<file path="config.mk">
export PLATFORM = sky130hd
export DESIGN_NAME = sdx_kernel_wizard_0_example_vadd_scheduler
export DESIGN_NICKNAME = d
export VERILOG_FILES = /design/src/rtl/sdx_kernel_wizard_0_example_vadd_scheduler.sv
export SDC_FILE = /design/constraint.sdc
export NUM_CORES = 1
export LEC_CHECK = 0
export ABC_AREA = 1
export BUFFER_PORTS_ARGS = -buffer_cell sky130_fd_sc_hd__buf_2
export CORE_ASPECT_RATIO = 0.7
export CORE_MARGIN = 2
export CORE_UTILIZATION = 35
export DETAILED_ROUTE_END_ITERATION = 7
export SLEW_MARGIN = 20
export SYNTH_ARGS = -nofsm -noshare
export SYNTH_HDL_FRONTEND = slang
export SYNTH_SLANG_ARGS = --single-unit
</file>
<file path="constraint.sdc">
create_clock -name aclk -period 2.8 [get_ports aclk]
set_input_delay 0.42 -clock aclk [delete_from_list [all_inputs] [get_ports aclk]]
set_output_delay 0.42 -clock aclk [all_outputs]
set_load 0.02 [all_outputs]
</file>
<file path="src/rtl/sdx_kernel_wizard_0_example_vadd_scheduler.sv">
// Job-level scheduler for the vadd kernel: splits one host job into chunks,
// starts read/write masters per chunk and waits for both completions.
module sdx_kernel_wizard_0_example_vadd_scheduler #(
   parameter int unsigned C_M_AXI_ADDR_WIDTH = 64,
   parameter int unsigned C_XFER_SIZE_WIDTH  = 32,
   parameter int unsigned C_CHUNK_BYTES      = 65536
) (
   input  logic                          aclk,
   input  logic                          areset,
   input  logic                          ap_start,
   output logic                          ap_done,
   output logic                          ap_ready,
   output logic                          ap_idle,
   input  logic [C_M_AXI_ADDR_WIDTH-1:0] ctrl_rd_addr_offset,
   input  logic [C_M_AXI_ADDR_WIDTH-1:0] ctrl_wr_addr_offset,
   input  logic [C_XFER_SIZE_WIDTH-1:0]  ctrl_xfer_size_in_bytes,
   output logic                          rd_start,
   output logic                          wr_start,
   input  logic                          rd_done,
   input  logic                          wr_done,
   output logic [C_M_AXI_ADDR_WIDTH-1:0] rd_addr_offset,
   output logic [C_M_AXI_ADDR_WIDTH-1:0] wr_addr_offset,
   output logic [C_XFER_SIZE_WIDTH-1:0]  chunk_xfer_size_in_bytes,
   output logic [C_XFER_SIZE_WIDTH-1:0]  stat_cycle_count,
   output logic                          err_spurious_done
);

   localparam int unsigned AW = C_M_AXI_ADDR_WIDTH;
   localparam int unsigned XW = C_XFER_SIZE_WIDTH;
   localparam logic [XW-1:0] CHUNK = XW'(C_CHUNK_BYTES);

   typedef enum logic [1:0] {S_IDLE, S_ISSUE, S_WAIT, S_DONE} state_t;

   state_t        state_q, state_d;
   logic [XW-1:0] remaining_q, remaining_d;
   logic [XW-1:0] chunk_q, chunk_d;
   logic [XW-1:0] cyc_q, cyc_d;
   logic [AW-1:0] rd_addr_q, rd_addr_d;
   logic [AW-1:0] wr_addr_q, wr_addr_d;
   logic          start_q, start_d;
   logic          done_q, done_d;
   logic          idle_q, idle_d;
   logic          err_q, err_d;
   logic          rd_seen_q, rd_seen_d;
   logic          wr_seen_q, wr_seen_d;
   logic          rd_sat, wr_sat;
   logic [XW-1:0] rem_next;

   function automatic logic [XW-1:0] chunk_of(input logic [XW-1:0] rem);
      return (rem > CHUNK) ? CHUNK : rem;
   endfunction

   function automatic logic [XW-1:0] sat_inc(input logic [XW-1:0] v);
      return (v == '1) ? v : v + 1'b1;
   endfunction

   always_comb begin
      state_d     = state_q;
      remaining_d = remaining_q;
      chunk_d     = chunk_q;
      rd_addr_d   = rd_addr_q;
      wr_addr_d   = wr_addr_q;
      start_d     = 1'b0;
      done_d      = 1'b0;
      idle_d      = 1'b0;
      rd_seen_d   = rd_seen_q;
      wr_seen_d   = wr_seen_q;
      rd_sat      = rd_seen_q | rd_done;
      wr_sat      = wr_seen_q | wr_done;
      rem_next    = remaining_q - chunk_q;
      cyc_d       = (state_q == S_IDLE) ? cyc_q : sat_inc(cyc_q);
      // Any completion pulse outside WAIT has no chunk to belong to.
      err_d       = err_q | ((rd_done | wr_done) & (state_q != S_WAIT));

      case (state_q)
         S_IDLE: begin
            idle_d = 1'b1;
            if (ap_start) begin
               idle_d      = 1'b0;
               rd_addr_d   = ctrl_rd_addr_offset;
               wr_addr_d   = ctrl_wr_addr_offset;
               remaining_d = ctrl_xfer_size_in_bytes;
               cyc_d       = '0;
               err_d       = 1'b0;
               if (ctrl_xfer_size_in_bytes == '0) begin
                  state_d = S_DONE;
                  done_d  = 1'b1;
               end else begin
                  state_d = S_ISSUE;
                  start_d = 1'b1;
                  chunk_d = chunk_of(ctrl_xfer_size_in_bytes);
               end
            end
         end
         S_ISSUE: begin
            rd_seen_d = 1'b0;
            wr_seen_d = 1'b0;
            state_d   = S_WAIT;
         end
         S_WAIT: begin
            rd_seen_d = rd_sat;
            wr_seen_d = wr_sat;
            if (rd_sat && wr_sat) begin
               remaining_d = rem_next;
               rd_addr_d   = rd_addr_q + AW'(chunk_q);
               wr_addr_d   = wr_addr_q + AW'(chunk_q);
               if (rem_next != '0) begin
                  state_d = S_ISSUE;
                  start_d = 1'b1;
                  chunk_d = chunk_of(rem_next);
               end else begin
                  state_d = S_DONE;
                  done_d  = 1'b1;
               end
            end
         end
         S_DONE: begin
            state_d = S_IDLE;
            idle_d  = 1'b1;
         end
         default: begin
            state_d = S_IDLE;
            idle_d  = 1'b1;
         end
      endcase
   end

   always_ff @(posedge aclk) begin
      if (areset) begin
         state_q     <= S_IDLE;
         remaining_q <= '0;
         chunk_q     <= '0;
         cyc_q       <= '0;
         rd_addr_q   <= '0;
         wr_addr_q   <= '0;
         start_q     <= 1'b0;
         done_q      <= 1'b0;
         idle_q      <= 1'b1;
         err_q       <= 1'b0;
         rd_seen_q   <= 1'b0;
         wr_seen_q   <= 1'b0;
      end else begin
         state_q     <= state_d;
         remaining_q <= remaining_d;
         chunk_q     <= chunk_d;
         cyc_q       <= cyc_d;
         rd_addr_q   <= rd_addr_d;
         wr_addr_q   <= wr_addr_d;
         start_q     <= start_d;
         done_q      <= done_d;
         idle_q      <= idle_d;
         err_q       <= err_d;
         rd_seen_q   <= rd_seen_d;
         wr_seen_q   <= wr_seen_d;
      end
   end

   assign ap_done                  = done_q;
   assign ap_ready                 = done_q;
   assign ap_idle                  = idle_q;
   assign rd_start                 = start_q;
   assign wr_start                 = start_q;
   assign rd_addr_offset           = rd_addr_q;
   assign wr_addr_offset           = wr_addr_q;
   assign chunk_xfer_size_in_bytes = chunk_q;
   assign stat_cycle_count         = cyc_q;
   assign err_spurious_done        = err_q;

endmodule

</file>
==> flow_summary.toml <==
[sta]
worst_slack_ns = -0.0630
timing.slew.headroom = 0.353
setup_violations = 24
finalCritPeriodShare = 1.02
period_needed_ns = 2.86
clock_skew_ns = 0.0238
tightest_slew_ns = 0.961
hold_violations = 0
fmaxAchievable_mhz = 349
slew_violations = 0
rsz0062_at_grt = "yes"
holdWs_ns = 0.0818

[job]
maxCapViolations = 0

[synth]
synth_area_per_cell_um2 = 5.84
synth_seq_cells = 232
synth_top_cell_by_area = "dfxtp_1"
synth_most_common_cell = "nand2_1"
synthesis.nets = 3708
ys_top_cells_by_area = "dfxtp_1, nand2_1, a21oi_1"
synth_edf_count = 0
synth_top_area_frac = 0.231
synth_mux_area_frac = 0
synth_flop_cell = "dfxtp_1"
synth_commonest_cells = "nand2_1, nor2_1, inv_1, a21oi_1, dfxtp_1"
syn_area_um2 = 20100
synth_top_family_by_area = "simple AND/OR/NAND/NOR gates"
synthXorXnorAreaFrac = 0.0465
synth_seq_area_share = 0.231
ys_async_sr_fraction = 0
synth_compound_area_frac = 0.170
synthCells = 3441
synth_warnings = 0
synth_fa_ha_area_frac = 0.0646
synth_cell_types = 53
yosys.area_share.simple = 0.382

[cells_and_area]
drive_above_1_share = 0.294
final_cell_count_no_fill = 4918
multi_input_area_um2 = 14900
register_area_um2 = 4680
fillerInstances = 5960
final_util = 0.499
area_growth_pct = 40.9
final_nets = 4413

[place]
gp_congestion = 0.993
post-dp-hpwl_um = 72500
place_inst = 4827
preCtsSetupSlack_ns = -0.282
portBuffers = 362

[worst_setup_path]
path_class = "flip-flop to flip-flop"
reg2reg_slack_ns = -0.06
cpMaxStageDelayCell = "dfxtp_2"
end_kind = "flip-flop"
critPathArrivalTime_ns = 3.36
worst_setup_path_start_kind = "flip-flop"
cpMostUsedCell = "nand2_2"
crit_required_ns = 3.30
path_cells = "inv_2 > ha_4 > nand2_4 > buf_4 > nor2_4 > and2_4 > nand2_2 > nand3_4 > buf_6 > xnor2_4 > nand4_1 > nor2_4 > nand4_4 > nand2_8 > buf_12 > buf_12 > nand2_2 > nand2_2 > nor2_2"
slowest_delay_ns = 0.34
critPathMaxFanout = 6

[drt]
ant_nets = 0
route.detailed.drc = 0
wl_um = 91600
first_pass_iters = 6
vias = 25503
drt-wirelength-per-cell_um = 18.6
routed_via_density = 5.19
first_iter_violations = 2355

[power]
p_leak_nw = 13.1
vdd_ir_drop_max_mv = 1.11
power_density_nw_per_um2 = 1490

[clock_tree]
htree_levels = 1
cts.reportedPaths.clkPinSlew_ns = 0.06
numCtsBuffers = 28
clock_path_buffers = 3
cts_tree = "built"
cts_sinks = 232
cts-root-buf = "clkbuf_16"
ctsHoldBuffers = 0
clock_latency_ns = 0.61

[grt]
grt_overflow = 0
track_usage = 0.295
grt_pass1_vias = 22985
grt_pass1_wl_um = 137000
antenna_found_initial = 6
grt_max_degree = 132

[die]
io_pins = 363
start_util = 0.354
row_count = 73
die_area_um2 = 59400
die_h_um = 205
die_x_um = 290
core_um2 = 56800

[hold_path]
hp-class = "primary input to flip-flop"

[outcome]
outcome = "finished with violations"
violations = "negative setup slack"
[power by group]
group	internal (mW)	switching, mW
registers	4.70	1.63
clock network	2.15	1.65
logic	13.0	19.0
total	19.9	22.2
[path summary, 6_finish.rpt]
path / end / start / cells after the start
setup / recovery: chunk_xfer_size_in_bytes[7] / chunk_xfer_size_in_bytes[8] / 19
hold / removal: wr_addr_offset[0] / ctrl_wr_addr_offset[0] / 3
setup reg to reg: chunk_xfer_size_in_bytes[7] / chunk_xfer_size_in_bytes[8] / 19
hold reg to reg: err_spurious_done / err_spurious_done / 2
[stage by stage]
| step | instance area, um2 | total power [mW] | setup TNS (ns) |
|---|---|---|---|
| 6_report | 28300 | 42.1 | -0.538 |
| 5_1_grt | 28300 | 45.2 | -4.42 |
| 3_5_place_dp | 25400 | 33.3 | -10.33 |
| 2_1_floorplan | 20100 | 21.0 | 0 |
| 3_3_place_gp | 25400 | 33.4 | -9.92 |
| 4_1_cts | 27100 | 39.2 | -0.126 |
[area by class of cell]
class,count,area share
multi-input combinational,2661,0.527
timing repair buffer,784,0.184
sequential,232,0.165
inverter,439,0.0583
tap,750,0.0331
clock buffer,43,0.0296
clock inverter,8,0.00345
antenna,1,0.0000884
[cell families after synthesis]
family                     after synthesis
xor gates and xnor gates               105
AOI/OAI and AO/OA                      638
and+or+nand+nor                       1816
DFF                                    232
adders and majority gates              102
buffers and inverters                  548
[timing repair]
item                       4_1_cts  5_1_grt
pin swaps                       33       78
cloned                           1        0
setup buffers                   17       22
gates resized for setup        142      292
setup endpoints to repair       66      107
[layout by cell type, fill, tap and decap left out, types with 34 or more instances in the layout]
master,instances
nand2_1,803
buf_4,401
inv_1,407
nand3_1,188
nand2_2,82
nor2_2,62
nor2_1,424
ha_1,59
xor2_1,60
dfxtp_1,213
xnor2_1,37
a21oi_1,316
a21oi_2,39
buf_2,361
nor3_1,50
ha_4,34
nand4_1,51
o21ai_0,161
[flip-flops by register name, summed over array words and instances (netlist names)]
signal,count
chunk_xfer_size_in_bytes,32
state_q,2
rd_seen_q,1
err_spurious_done,1
remaining_q,32
ap_idle,1
wr_addr_offset,64
rd_addr_offset,64
rd_start,1
wr_seen_q,1
stat_cycle_count,32
ap_done,1
[critical path, delay by kind of cell, from the launching register on]
kind                     cells  cell delay [ns]
buffers and inverters        5             0.62
AND/OR/NAND/NOR             12             1.36
XOR/XNOR                     1             0.12
adder cells (fa/ha/maj)      1             0.30
flip-flops                   1             0.34
[layer usage]
layer	vias up	wire [um]	GRT usage
met5	-	0	0
met4	0	1510	0.0481
met3	73	8220	0.0549
met2	1057	35800	0.414
met1	11772	46100	0.462
li1	12601	-	-
Note: power is estimated with default switching activity, not from simulation.
